==> config.mk <==
export PLATFORM = sky130hd
export DESIGN_NAME = fire_tag_fifo
export DESIGN_NICKNAME = d
export VERILOG_FILES = /design/src/rtl/fire_pkg.sv /design/src/rtl/fire_fifo_mem.sv /design/src/rtl/fire_tag_fifo.sv
export SDC_FILE = /design/constraint.sdc
export NUM_CORES = 1
export LEC_CHECK = 0
export BUFFER_PORTS_ARGS = -buffer_cell sky130_fd_sc_hd__buf_2
export CORE_MARGIN = 5
export CORE_UTILIZATION = 47
export CTS_CLUSTER_DIAMETER = 50
export DETAILED_ROUTE_END_ITERATION = 16
export PLACE_DENSITY = 0.67
export SYNTH_ARGS = -nofsm -noshare
export SYNTH_HDL_FRONTEND = slang
export SYNTH_SLANG_ARGS = --single-unit
==> constraint.sdc <==
create_clock -name clk -period 2.7 [get_ports clk]
set_input_delay 0.135 -clock clk [delete_from_list [all_inputs] [get_ports clk]]
set_output_delay 0.135 -clock clk [all_outputs]
set_load 0.01 [all_outputs]
==> src/rtl/fire_pkg.sv <==
// Shared spike-tag types for the neuron pipeline, fire FIFO and fan-out stage.
package fire_pkg;

  localparam int TAG_W = 8;

  typedef logic [TAG_W-1:0] tag_t;

  // Occupancy needs one more bit than the pointer so DEPTH itself is representable.
  function automatic int cnt_w(input int depth);
    return $clog2(depth) + 1;
  endfunction

endpackage

==> src/rtl/fire_fifo_mem.sv <==
// Tag storage for the fire FIFO: one synchronous write port, one async read port.
module fire_fifo_mem #(
  parameter int TAG_W = 8,
  parameter int DEPTH = 16,
  parameter int AW    = $clog2(DEPTH)
) (
  input  logic             clk,
  input  logic             we,
  input  logic [AW-1:0]    waddr,
  input  logic [TAG_W-1:0] wdata,
  input  logic [AW-1:0]    raddr,
  output logic [TAG_W-1:0] rdata
);

  logic [TAG_W-1:0] mem [DEPTH];

  always_ff @(posedge clk) begin
    if (we) begin
      mem[waddr] <= wdata;
    end
  end

  assign rdata = mem[raddr];

endmodule

==> src/rtl/fire_tag_fifo.sv <==
// Spike-tag FIFO between neuron update and synapse fan-out, with drop accounting.
module fire_tag_fifo
  import fire_pkg::*;
#(
  parameter int TAG_W     = fire_pkg::TAG_W,
  parameter int DEPTH     = 16,
  parameter int AFULL_LVL = DEPTH - 2,
  parameter int DROP_W    = 8
) (
  input  logic                     clk,
  input  logic                     reset_n,
  input  logic                     enq,
  input  logic                     deq,
  input  logic                     flush,
  input  logic [TAG_W-1:0]         in_tag,
  output logic [TAG_W-1:0]         out_tag,
  output logic                     full,
  output logic                     empty,
  output logic                     almost_full,
  output logic [$clog2(DEPTH):0]   count,
  output logic                     overflow,
  output logic                     underflow,
  output logic [DROP_W-1:0]        drop_cnt
);

  localparam int AW = $clog2(DEPTH);
  localparam int CW = cnt_w(DEPTH);

  logic [AW-1:0]    wr_ptr;
  logic [AW-1:0]    rd_ptr;
  logic [TAG_W-1:0] rdata;
  logic             enq_acc;
  logic             deq_acc;
  logic             drop;
  logic             we;

  // A full FIFO still takes a push when the head leaves in the same cycle.
  assign enq_acc = enq && (!full || deq);
  assign deq_acc = deq && !empty;
  assign drop    = enq && full && !deq;
  assign we      = enq_acc && reset_n && !flush;

  fire_fifo_mem #(
    .TAG_W (TAG_W),
    .DEPTH (DEPTH),
    .AW    (AW)
  ) u_mem (
    .clk   (clk),
    .we    (we),
    .waddr (wr_ptr),
    .wdata (in_tag),
    .raddr (rd_ptr),
    .rdata (rdata)
  );

  always_ff @(posedge clk) begin
    if (!reset_n || flush) begin
      wr_ptr    <= '0;
      rd_ptr    <= '0;
      count     <= '0;
      overflow  <= 1'b0;
      underflow <= 1'b0;
      drop_cnt  <= '0;
    end else begin
      if (enq_acc) begin
        wr_ptr <= wr_ptr + 1'b1;
      end
      if (deq_acc) begin
        rd_ptr <= rd_ptr + 1'b1;
      end
      count <= count + CW'(enq_acc) - CW'(deq_acc);
      if (drop) begin
        overflow <= 1'b1;
        if (drop_cnt != '1) begin
          drop_cnt <= drop_cnt + 1'b1;
        end
      end
      if (deq && empty) begin
        underflow <= 1'b1;
      end
    end
  end

  assign full        = (count == CW'(DEPTH));
  assign empty       = (count == '0);
  assign almost_full = (count >= CW'(AFULL_LVL));
  assign out_tag     = empty ? '0 : rdata;

endmodule

==> results of run 1 <==
==> metal layers <==
metal | GRT usage | share of wire
met5 | 0 | 0
met4 | 0.0530 | 0.010
met3 | 0.0496 | 0.047
met2 | 0.259 | 0.49
met1 | 0.210 | 0.45
==> cells in the mapped netlist <==
cell,count
nand3_1,10
and3_1,4
clkbuf_1,8
a21o_1,1
nand2_1,13
mux2i_1,11
nand4_1,1
buf_12,1
nand2b_1,3
nor4_1,1
nor3_1,3
ha_1,15
o211ai_1,2
nand4bb_1,1
or4b_1,1
buf_2,6
o21ai_0,5
xor2_1,4
or4_1,3
nor2_1,31
mux4_1,7
edfxtp_1,128
o31ai_1,1
inv_1,14
a41o_1,1
and2_1,3
mux4_2,25
nor2b_1,2
xnor2_1,3
or3_1,2
buf_1,1
o21a_1,2
nand3b_1,2
o41ai_1,1
o21ai_1,5
mux2_2,8
a21oi_1,17
buf_6,2
fa_1,1
a31oi_1,1
a41oi_1,1
dfxtp_1,27
a211oi_1,1
==> logic make-up (layout without fill, tap and decap cells) <==
kind of cell	Yosys count	after routing	share of synthesized area
buffers and inverters	32	108	0.0249
AND/OR/NAND/NOR	80	80	0.0611
adder cells (fa/ha/maj)	16	16	0.0326
multiplexers	51	51	0.149
AO/OA/AOI/OAI	38	38	0.0348
XOR/XNOR	7	7	0.00963
flip-flops	155	155	0.688
==> layout by cell type, fill, tap and decap left out, types with 4 or more instances in the layout <==
| cell type | synthesis | final |
|---|---|---|
| nor2_1 | 31 | 31 |
| mux4_2 | 25 | 25 |
| mux4_1 | 7 | 7 |
| buf_4 | 0 | 25 |
| nand3_1 | 10 | 10 |
| a21oi_1 | 17 | 16 |
| ha_1 | 15 | 12 |
| edfxtp_1 | 128 | 128 |
| buf_2 | 6 | 38 |
| and3_1 | 4 | 4 |
| mux2i_1 | 11 | 11 |
| o21ai_1 | 5 | 5 |
| inv_1 | 14 | 10 |
| o21ai_0 | 5 | 5 |
| dfxtp_1 | 27 | 25 |
| nand2_1 | 13 | 13 |
| xor2_1 | 4 | 4 |
| clkbuf_16 | 0 | 17 |
| mux2_2 | 8 | 8 |
==> power by group <==
group / internal, mW / switching (mW) / leakage [nW] / total [mW]
clock network: 1.43 / 0.841 / 0.268 / 2.27
logic: 0.572 / 0.640 / 0.935 / 1.21
registers: 2.64 / 0.0461 / 1.37 / 2.68
==> registers in the layout, indices dropped and copies added, names as in the netlist, named ones only <==
register,cells
wr_ptr,4
count,5
rd_ptr,4
u_mem.mem,128
underflow,1
drop_cnt,8
overflow,1
==> cell type report <==
class                           count  area [um^2]
Clock buffer                       20          437
Clock inverter                     10          126
Fill cell                        1029         5710
Inverter                           14         57.6
Multi-Input combinational cell    192         1900
Sequential cell                   155         4390
Tap cell                          176          220
Timing Repair Buffer               64          398
==> through the flow <==
| step | instances | utilization |
|---|---|---|
| after floorplan | 379 | - |
| after global placement | 596 | 0.518 |
| after detailed placement | 596 | 0.518 |
| after CTS | 627 | 0.563 |
| after global routing | 631 | 0.569 |
| final | 631 | 0.569 |
==> worst max-delay path: cells and delay by family, from the launching register on <==
kind	cells	cell delay (ns)
compound gates	2	0.28
fa+ha+maj	4	0.89
simple gates	4	0.83
buf+inv	3	0.15
flops	1	0.36
==> path summary, 6_finish.rpt <==
check | end | from | cells after the start | slack (ns)
max | count[4] | count[2] | 13 | 0.07
min | underflow | deq | 3 | 0.09
max reg2reg | count[4] | count[2] | 13 | 0.07
min reg2reg | underflow | underflow | 2 | 0.47
==> timing repair <==
action / CTS / global route
hold endpoints to repair: 0 / 0
buffers inserted: 1 / 4
pin swaps: 2 / 6
setup endpoints to repair: 1 / 1
hold buffers: 0 / 0
resized for setup: 6 / 9
==> impl_metrics.env, run 1 <==
export IMPL_gp_congestion=0.846
export IMPL_die_height_um=126
export IMPL_worstHoldPathType="in2reg"
export IMPL_wl_per_cell_um=19.3
export IMPL_first_pass_iters=5
export IMPL_crit_required_ns=3.00
export IMPL_syn_nets=408
export IMPL_status="complete, no violations"
export IMPL_ys_warn_count=0
export IMPL_path_cells="inv_4, ha_4, or4b_4, and2_4, ha_4, inv_1, ha_2, inv_2, fa_2, nand2b_4, a21oi_4, o21a_1, nor3_1"
export IMPL_fp_dieW_um=126
export IMPL_slowest_stage="or4b_4"
export IMPL_skew_ns=0.00717
export IMPL_holdWs_ns=0.0880
export IMPL_antenna_cells=0
export IMPL_setup_tns_final_ns=0
export IMPL_pre_cts_slack_ns=-0.0410
export IMPL_grt_antenna_before_repair=0
export IMPL_synth_area_leader_cell="edfxtp_1"
export IMPL_critical_path_max_stage_delay_ns=0.46
export IMPL_synth_cells=379
export IMPL_grt_pass1_vias=3539
export IMPL_ant_nets=0
export IMPL_ys_seq_area_frac=0.688
export IMPL_grt_use_total=0.161
export IMPL_rows=42
export IMPL_io_pins=39
export IMPL_grt_first_pass_wirelength_mm=19.2
export IMPL_clockBufferDepth=2
export IMPL_ys_types=43
export IMPL_drive_gt1_frac=0.299
export IMPL_overflow=0
export IMPL_post_dp_cell_area_um2=6860
export IMPL_fin_crit_sh=0.975
export IMPL_cts_tree="yes"
export IMPL_critPathLaunchType="register"
export IMPL_max_slew_margin=0.433
export IMPL_synth_top_area_frac=0.603
export IMPL_hold_violations=0
export IMPL_fmax_ghz=0.380
export IMPL_cts_max_level=4
export IMPL_cp_end_kind="register"
export IMPL_via_per_inst=5.39
export IMPL_peakVddDrop_mv=0.522
export IMPL_root_buffer="clkbuf_16"
export IMPL_io_buffers=38
export IMPL_vias=3402
export IMPL_ys_top_cells_by_area="edfxtp_1 60%, mux4_2 8.8%, dfxtp_1 8.5%"
export IMPL_stdcell_area_um2=7530
export IMPL_wirelength_mm=12.2
export IMPL_layout_setup_ws_ns=0.0668
export IMPL_die_area_um2=16000
export IMPL_syn_to_final_growth_pct=18.2
export IMPL_cp_max_fo=4
export IMPL_total_power_mw=6.16
export IMPL_finalCriticalPeriod_ns=2.63
export IMPL_avgSynthCellArea_um2=16.8
export IMPL_fin_nets=473
export IMPL_drc=0
export IMPL_max_slew_worst_pin_slew_ns=0.848
export IMPL_initial_core_util=0.481
export IMPL_arrival_ns=2.93
export IMPL_setup_viol=0
export IMPL_grt_max_degree=33
export IMPL_core_um2=13200
export IMPL_ys_ff_latch=155
export IMPL_cpMostUsedCell="ha_4"
export IMPL_cts_buffers_inserted=17
export IMPL_max_cap_violations=0
export IMPL_path_clk_slew_ns=0.05
export IMPL_crit_type="reg2reg"
export IMPL_dpl_hpwl_mm=7.96
export IMPL_power_density_nw_per_um2=819
export IMPL_netlist_area_um2=6370
export IMPL_cellLeakagePower_nw=2.57
export IMPL_slew_violations=0
export IMPL_insertion_delay_ns=0.42
export IMPL_cts_sinks=155
export IMPL_drt_initial_drc_count=281
Note: power is estimated with default switching activity, not from simulation.
==> run 2, diff against run 1 <==
--- a/config.mk
+++ b/config.mk
@@ -7,7 +7,7 @@
 export LEC_CHECK = 0
 export BUFFER_PORTS_ARGS = -buffer_cell sky130_fd_sc_hd__buf_2
 export CORE_MARGIN = 5
-export CORE_UTILIZATION = 47
+export CORE_UTILIZATION = 46
 export CTS_CLUSTER_DIAMETER = 50
 export DETAILED_ROUTE_END_ITERATION = 16
 export PLACE_DENSITY = 0.67
==> run 2 against run 1 <==
Cell area increased by 0.20%. Global-route usage hardly changed. Fmax grew 2.4%. Routed wire length is 2.8% higher. Flip-flop and latch count unchanged. Setup slack better by 0.062 ns. Largest power group unchanged. Highest routed layer unchanged.
==> impl_metrics.env, run 2 (same netlist as run 1, synthesis figures left out) <==
export IMPL_path_delay_family="multiplexers"
export IMPL_worstHoldPathType="in2reg"
export IMPL_final_core_util=0.550
export IMPL_crit_type="reg2out"
export IMPL_grt_use_total=0.161
export IMPL_via_per_inst=5.39
export IMPL_arrival_ns=2.44
export IMPL_rsz0062_at_grt="no"
export IMPL_setup_tns_final_ns=0
export IMPL_first_pass_iters=4
export IMPL_root_buffer="clkbuf_16"
export IMPL_clockPowerShare=0.382
export IMPL_crit_required_ns=2.57
export IMPL_max_slew_worst_pin_slew_ns=0.904
export IMPL_insertion_delay_ns=0.42
export IMPL_cp_end_kind="output port"
export IMPL_core_um2=13700
export IMPL_grt_antenna_before_repair=0
export IMPL_met2_usage=0.251
export IMPL_switchingPower_mw=1.58
export IMPL_layout_cells_most_common="edfxtp_1"
export IMPL_cts_tree="yes"
export IMPL_hold_violations=0
export IMPL_slowest_stage="mux4_1"
export IMPL_seqPwrFrac=0.429
export IMPL_io_buffers=38
export IMPL_wirelength_mm=12.5
export IMPL_gp_congestion=0.802
export IMPL_antenna_cells=0
export IMPL_cts_max_level=4
export IMPL_critical_path_max_stage_delay_ns=0.61
export IMPL_drive_gt1_frac=0.309
export IMPL_cellLeakagePower_nw=2.59
export IMPL_cp_num_buf_inv=2
export IMPL_final_cell_mix="128 x edfxtp_1, 38 x buf_2, 31 x nor2_1"
export IMPL_max_cap_violations=0
export IMPL_status="complete, no violations"
export IMPL_slew_violations=0
export IMPL_total_power_mw=6.22
export IMPL_fin_nets=473
export IMPL_grt_first_pass_wirelength_mm=19.3
export IMPL_finalCriticalPeriod_ns=2.57
export IMPL_drt_initial_drc_count=325
export IMPL_io_pins=39
export IMPL_path_clk_slew_ns=0.06
export IMPL_pre_cts_slack_ns=-0.0171
export IMPL_overflow=0
export IMPL_p_int_mw=4.65
export IMPL_critPathLaunchType="register"
export IMPL_use_met1=0.219
export IMPL_fin_crit_sh=0.952
export IMPL_vias=3431
export IMPL_grt_most_used_layer="met2"
export IMPL_wl_per_cell_um=19.6
export IMPL_top_regs="u_mem.mem (128), drop_cnt (8), count (5)"
export IMPL_grtUsageMet3=0.0513
export IMPL_rows=43
export IMPL_dpl_hpwl_mm=8.04
export IMPL_ant_nets=0
export IMPL_largest_register_ffs=128
export IMPL_p_sw_frac=0.253
export IMPL_top_register="u_mem.mem"
export IMPL_skew_ns=0.00544
export IMPL_grt_max_degree=33
export IMPL_syn_to_final_growth_pct=18.4
export IMPL_max_slew_margin=0.395
export IMPL_grt_pass1_vias=3446
export IMPL_cp_max_fo=32
export IMPL_setup_viol=0
export IMPL_fmax_ghz=0.389
export IMPL_drc=0
export IMPL_holdWs_ns=0.0818
export IMPL_layout_setup_ws_ns=0.129
export IMPL_fp_dieW_um=128
export IMPL_combPwrFrac=0.189
export IMPL_path_cells="buf_12, mux4_1, mux2_2, o21ai_0, a21oi_1, buf_2"
export IMPL_die_area_um2=16300
export IMPL_power_density_nw_per_um2=825
export IMPL_cts_buffers_inserted=17
export IMPL_initial_core_util=0.464
export IMPL_peakVddDrop_mv=0.611
export IMPL_cts_sinks=155
export IMPL_die_height_um=128
export IMPL_clockBufferDepth=2
run 2: what timing repair did:
action / CTS / global route
pin swaps: 4 / 3
resized for setup: 7 / 4
buffers inserted: 3 / 1
hold buffers: 0 / 0
setup endpoints to repair: 1 / 1
run 2: metal layers:
metal  up-vias  routed length [um]
li1       1596                   -
met1      1729                5630
met2        93                6050
met3        13                 680
met4         0                 134
met5         -                   0
run 2: area by class of cell:
class                           count  area, um^2
Inverter                           14        55.1
Timing Repair Buffer               64         398
Clock inverter                     13         151
Clock buffer                       19         443
Fill cell                        1109        6180
Sequential cell                   155        4390
Tap cell                          180         225
Multi-Input combinational cell    192        1880
run 2: worst paths after layout:
| kind | start | endpoint | slack (ns) | cells after the start |
|---|---|---|---|---|
| worst min-delay path | deq | underflow | 0.08 | 3 |
| worst max-delay path | register | out_tag[7] | 0.13 | 6 |
| worst max register to register | count[2] | count[4] | 0.15 | 13 |
| worst min register to register | overflow | overflow | 0.47 | 2 |
run 2: power groups by stage:
stage	clock [mW]	sequential, mW	combinational (mW)
3_5_place_dp	0	2.72	1.08
3_3_place_gp	0	2.72	1.07
6_report	2.38	2.67	1.17
2_1_floorplan	0	2.73	0.678
5_1_grt	2.55	2.67	1.31
4_1_cts	2.44	2.67	1.14
run 2: worst reg2reg max path: stages (launching register included):
cell	delay [ns]
dfxtp_4	0.35
inv_4	0.06
ha_4	0.12
or4b_4	0.45
and2_4	0.16
ha_4	0.20
inv_1	0.06
ha_2	0.18
inv_2	0.04
fa_2	0.34
nand2b_4	0.16
a21oi_4	0.15
o21a_1	0.12
nor3_1	0.04
run 2: metrics by stage:
step / std cells / cell area [um^2]
finish: 637 / 7540
detailed placement: 601 / 6880
global route: 637 / 7540
global placement: 601 / 6880
floorplan: 379 / 6390
CTS: 636 / 7510
==> run 3, diff against run 2 <==
--- a/config.mk
+++ b/config.mk
@@ -6,11 +6,13 @@
 export NUM_CORES = 1
 export LEC_CHECK = 0
 export BUFFER_PORTS_ARGS = -buffer_cell sky130_fd_sc_hd__buf_2
+export CELL_PAD_IN_SITES_DETAIL_PLACEMENT = 1
+export CELL_PAD_IN_SITES_GLOBAL_PLACEMENT = 2
 export CORE_MARGIN = 5
-export CORE_UTILIZATION = 46
+export CORE_UTILIZATION = 41
 export CTS_CLUSTER_DIAMETER = 50
 export DETAILED_ROUTE_END_ITERATION = 16
-export PLACE_DENSITY = 0.67
+export PLACE_DENSITY = 0.76
 export SYNTH_ARGS = -nofsm -noshare
 export SYNTH_HDL_FRONTEND = slang
 export SYNTH_SLANG_ARGS = --single-unit
==> constraint.sdc (replaced) <==
create_clock -name clk -period 2.7 [get_ports clk]
set_input_delay 0.27 -clock clk [delete_from_list [all_inputs] [get_ports clk]]
set_output_delay 0.27 -clock clk [all_outputs]
set_load 0.01 [all_outputs]
==> run 3 against run 2 <==
Total power grew 1.4%. Cell count up 1.4%. Routed wire length rose by 6.5%. Utilization shrank 4.8 points. Critical path depth grew 7. Sequential power about the same. Critical path type is now reg2reg. Largest power group unchanged.
==> impl_metrics.env, run 3 (same netlist as run 1, synthesis figures left out) <==
export IMPL_finalCriticalPeriod_ns=2.57
export IMPL_fin_crit_sh=0.953
export IMPL_fin_nets=474
export IMPL_layout_setup_ws_ns=0.126
export IMPL_die_area_um2=18100
export IMPL_cp_end_kind="register"
export IMPL_grt_pass1_vias=3794
export IMPL_postCtsHoldBufs=0
export IMPL_initial_core_util=0.419
export IMPL_setup_tns_final_ns=0
export IMPL_n_fill_cell=1473
export IMPL_r2r_end="count[4]"
export IMPL_top_register="u_mem.mem"
export IMPL_top_regs="u_mem.mem (128), drop_cnt (8), count (5)"
export IMPL_crit_type="reg2reg"
export IMPL_pre_cts_slack_ns=0.00936
export IMPL_max_cap_violations=0
export IMPL_cts_max_level=4
export IMPL_max_slew_margin=0.287
export IMPL_worstHoldPathType="in2reg"
export IMPL_ant_nets=0
export IMPL_wl_per_cell_um=20.6
export IMPL_io_pins=39
export IMPL_path_clk_slew_ns=0.07
export IMPL_hold_end="underflow"
export IMPL_overflow=0
export IMPL_drc=0
export IMPL_critPathLaunchType="register"
export IMPL_final_cell_mix="128 x edfxtp_1, 38 x buf_2, 31 x nor2_1"
export IMPL_cts_buffers_inserted=17
export IMPL_gp_congestion=0.785
export IMPL_critical_path_max_stage_delay_ns=0.45
export IMPL_core_um2=15200
export IMPL_peakVddDrop_mv=0.432
export IMPL_max_slew_worst_pin_slew_ns=1.07
export IMPL_fmax_ghz=0.388
export IMPL_fp_dieW_um=135
export IMPL_first_pass_iters=4
export IMPL_rrSetupSlack_ns=0.13
export IMPL_holdWs_ns=0.195
export IMPL_cellLeakagePower_nw=2.62
export IMPL_vias=3462
export IMPL_root_buffer="clkbuf_16"
export IMPL_slowest_stage="or4b_4"
export IMPL_cts_tree="yes"
export IMPL_hp_start="deq"
export IMPL_rows=45
export IMPL_final_core_util=0.502
export IMPL_via_per_inst=5.36
export IMPL_die_height_um=135
export IMPL_crit_required_ns=3.05
export IMPL_hold_violations=0
export IMPL_dpl_hpwl_mm=8.55
export IMPL_insertion_delay_ns=0.43
export IMPL_grt_antenna_before_repair=0
export IMPL_syn_to_final_growth_pct=19.8
export IMPL_setup_viol=0
export IMPL_skew_ns=0.00941
export IMPL_clockBufferDepth=2
export IMPL_io_buffers=38
export IMPL_grt_first_pass_wirelength_mm=21.5
export IMPL_grt_max_degree=25
export IMPL_min_path_cells=3
export IMPL_cp_max_fo=4
export IMPL_cts_sinks=155
export IMPL_largest_register_ffs=128
export IMPL_power_density_nw_per_um2=827
export IMPL_wirelength_mm=13.3
export IMPL_r2r_start="count[3]"
export IMPL_drive_gt1_frac=0.317
export IMPL_antenna_cells=0
export IMPL_slew_violations=0
export IMPL_layout_cells_most_common="edfxtp_1"
export IMPL_worstRegToRegCells=13
export IMPL_path_cells="inv_4, ha_4, or4b_4, and2_4, ha_4, inv_2, ha_2, inv_2, fa_2, nand2b_4, a21oi_4, nor3_2, nor3_1"
export IMPL_grt_use_total=0.160
export IMPL_drt_initial_drc_count=128
export IMPL_status="complete, no violations"
export IMPL_rsz0062_at_grt="no"
export IMPL_arrival_ns=2.92
-- run 3: worst max-delay path by stage --
stage	startpoint	endpoint	slack [ns]	depth (start not counted)
final	count[3]	count[4]	0.13	13
after detailed placement	count[3]	count[4]	0.009	13
after global placement	count[3]	count[4]	0.07	13
after CTS	count[3]	count[4]	0.01	13
after global routing	count[3]	count[4]	0.006	13
after floorplan	count[2]	count[4]	0.004	14
-- run 3: metal layers --
metal	track usage	wire length [um]	vias to the layer above
met2	0.269	6960	69
met3	0.0529	527	15
li1	-	-	1606
met1	0.197	5670	1772
met4	0.0515	152	0
met5	0	0	-
-- run 3: area by class of cell --
type	instances	area, um^2	share of cell area
Clock buffer	17	425	0.0557
Clock inverter	15	185	0.0243
Inverter	14	55.1	0.00721
Multi-Input combinational cell	192	1890	0.247
Sequential cell	155	4390	0.575
Tap cell	188	235	0.0308
Timing Repair Buffer	65	455	0.0597
-- run 3: where the power goes --
group | leakage, nW | switching (mW) | internal [mW] | total, mW
Combinational | 0.953 | 0.614 | 0.557 | 1.17
Sequential | 1.37 | 0.0413 | 2.63 | 2.68
Clock | 0.291 | 0.997 | 1.47 | 2.47
-- run 3: timing repair --
item | in CTS | in global routing
buffers inserted | 0 | 2
hold endpoints to repair | 0 | 0
pin swaps | 0 | 3
gates resized for setup | 3 | 12
endpoints found under the setup margin | 2 | 5
gates cloned | 1 | 0
-- run 3: per-stage QoR --
| stage | total power, mW | instances | area (um^2) |
|---|---|---|---|
| 2_1_floorplan | 3.41 | 379 | 6390 |
| 3_3_place_gp | 3.80 | 611 | 6930 |
| 3_5_place_dp | 3.82 | 611 | 6930 |
| 4_1_cts | 6.32 | 644 | 7570 |
| 5_1_grt | 6.66 | 646 | 7630 |
| 6_report | 6.31 | 646 | 7630 |
-- run 3: worst max-delay path: cells and delay by family (launching register included) --
kind | cells | cell delay (ns)
AOI/OAI and AO/OA | 1 | 0.13
adders and majority gates | 4 | 0.85
buffers and inverters | 3 | 0.14
DFF | 1 | 0.36
and+or+nand+nor | 5 | 0.99
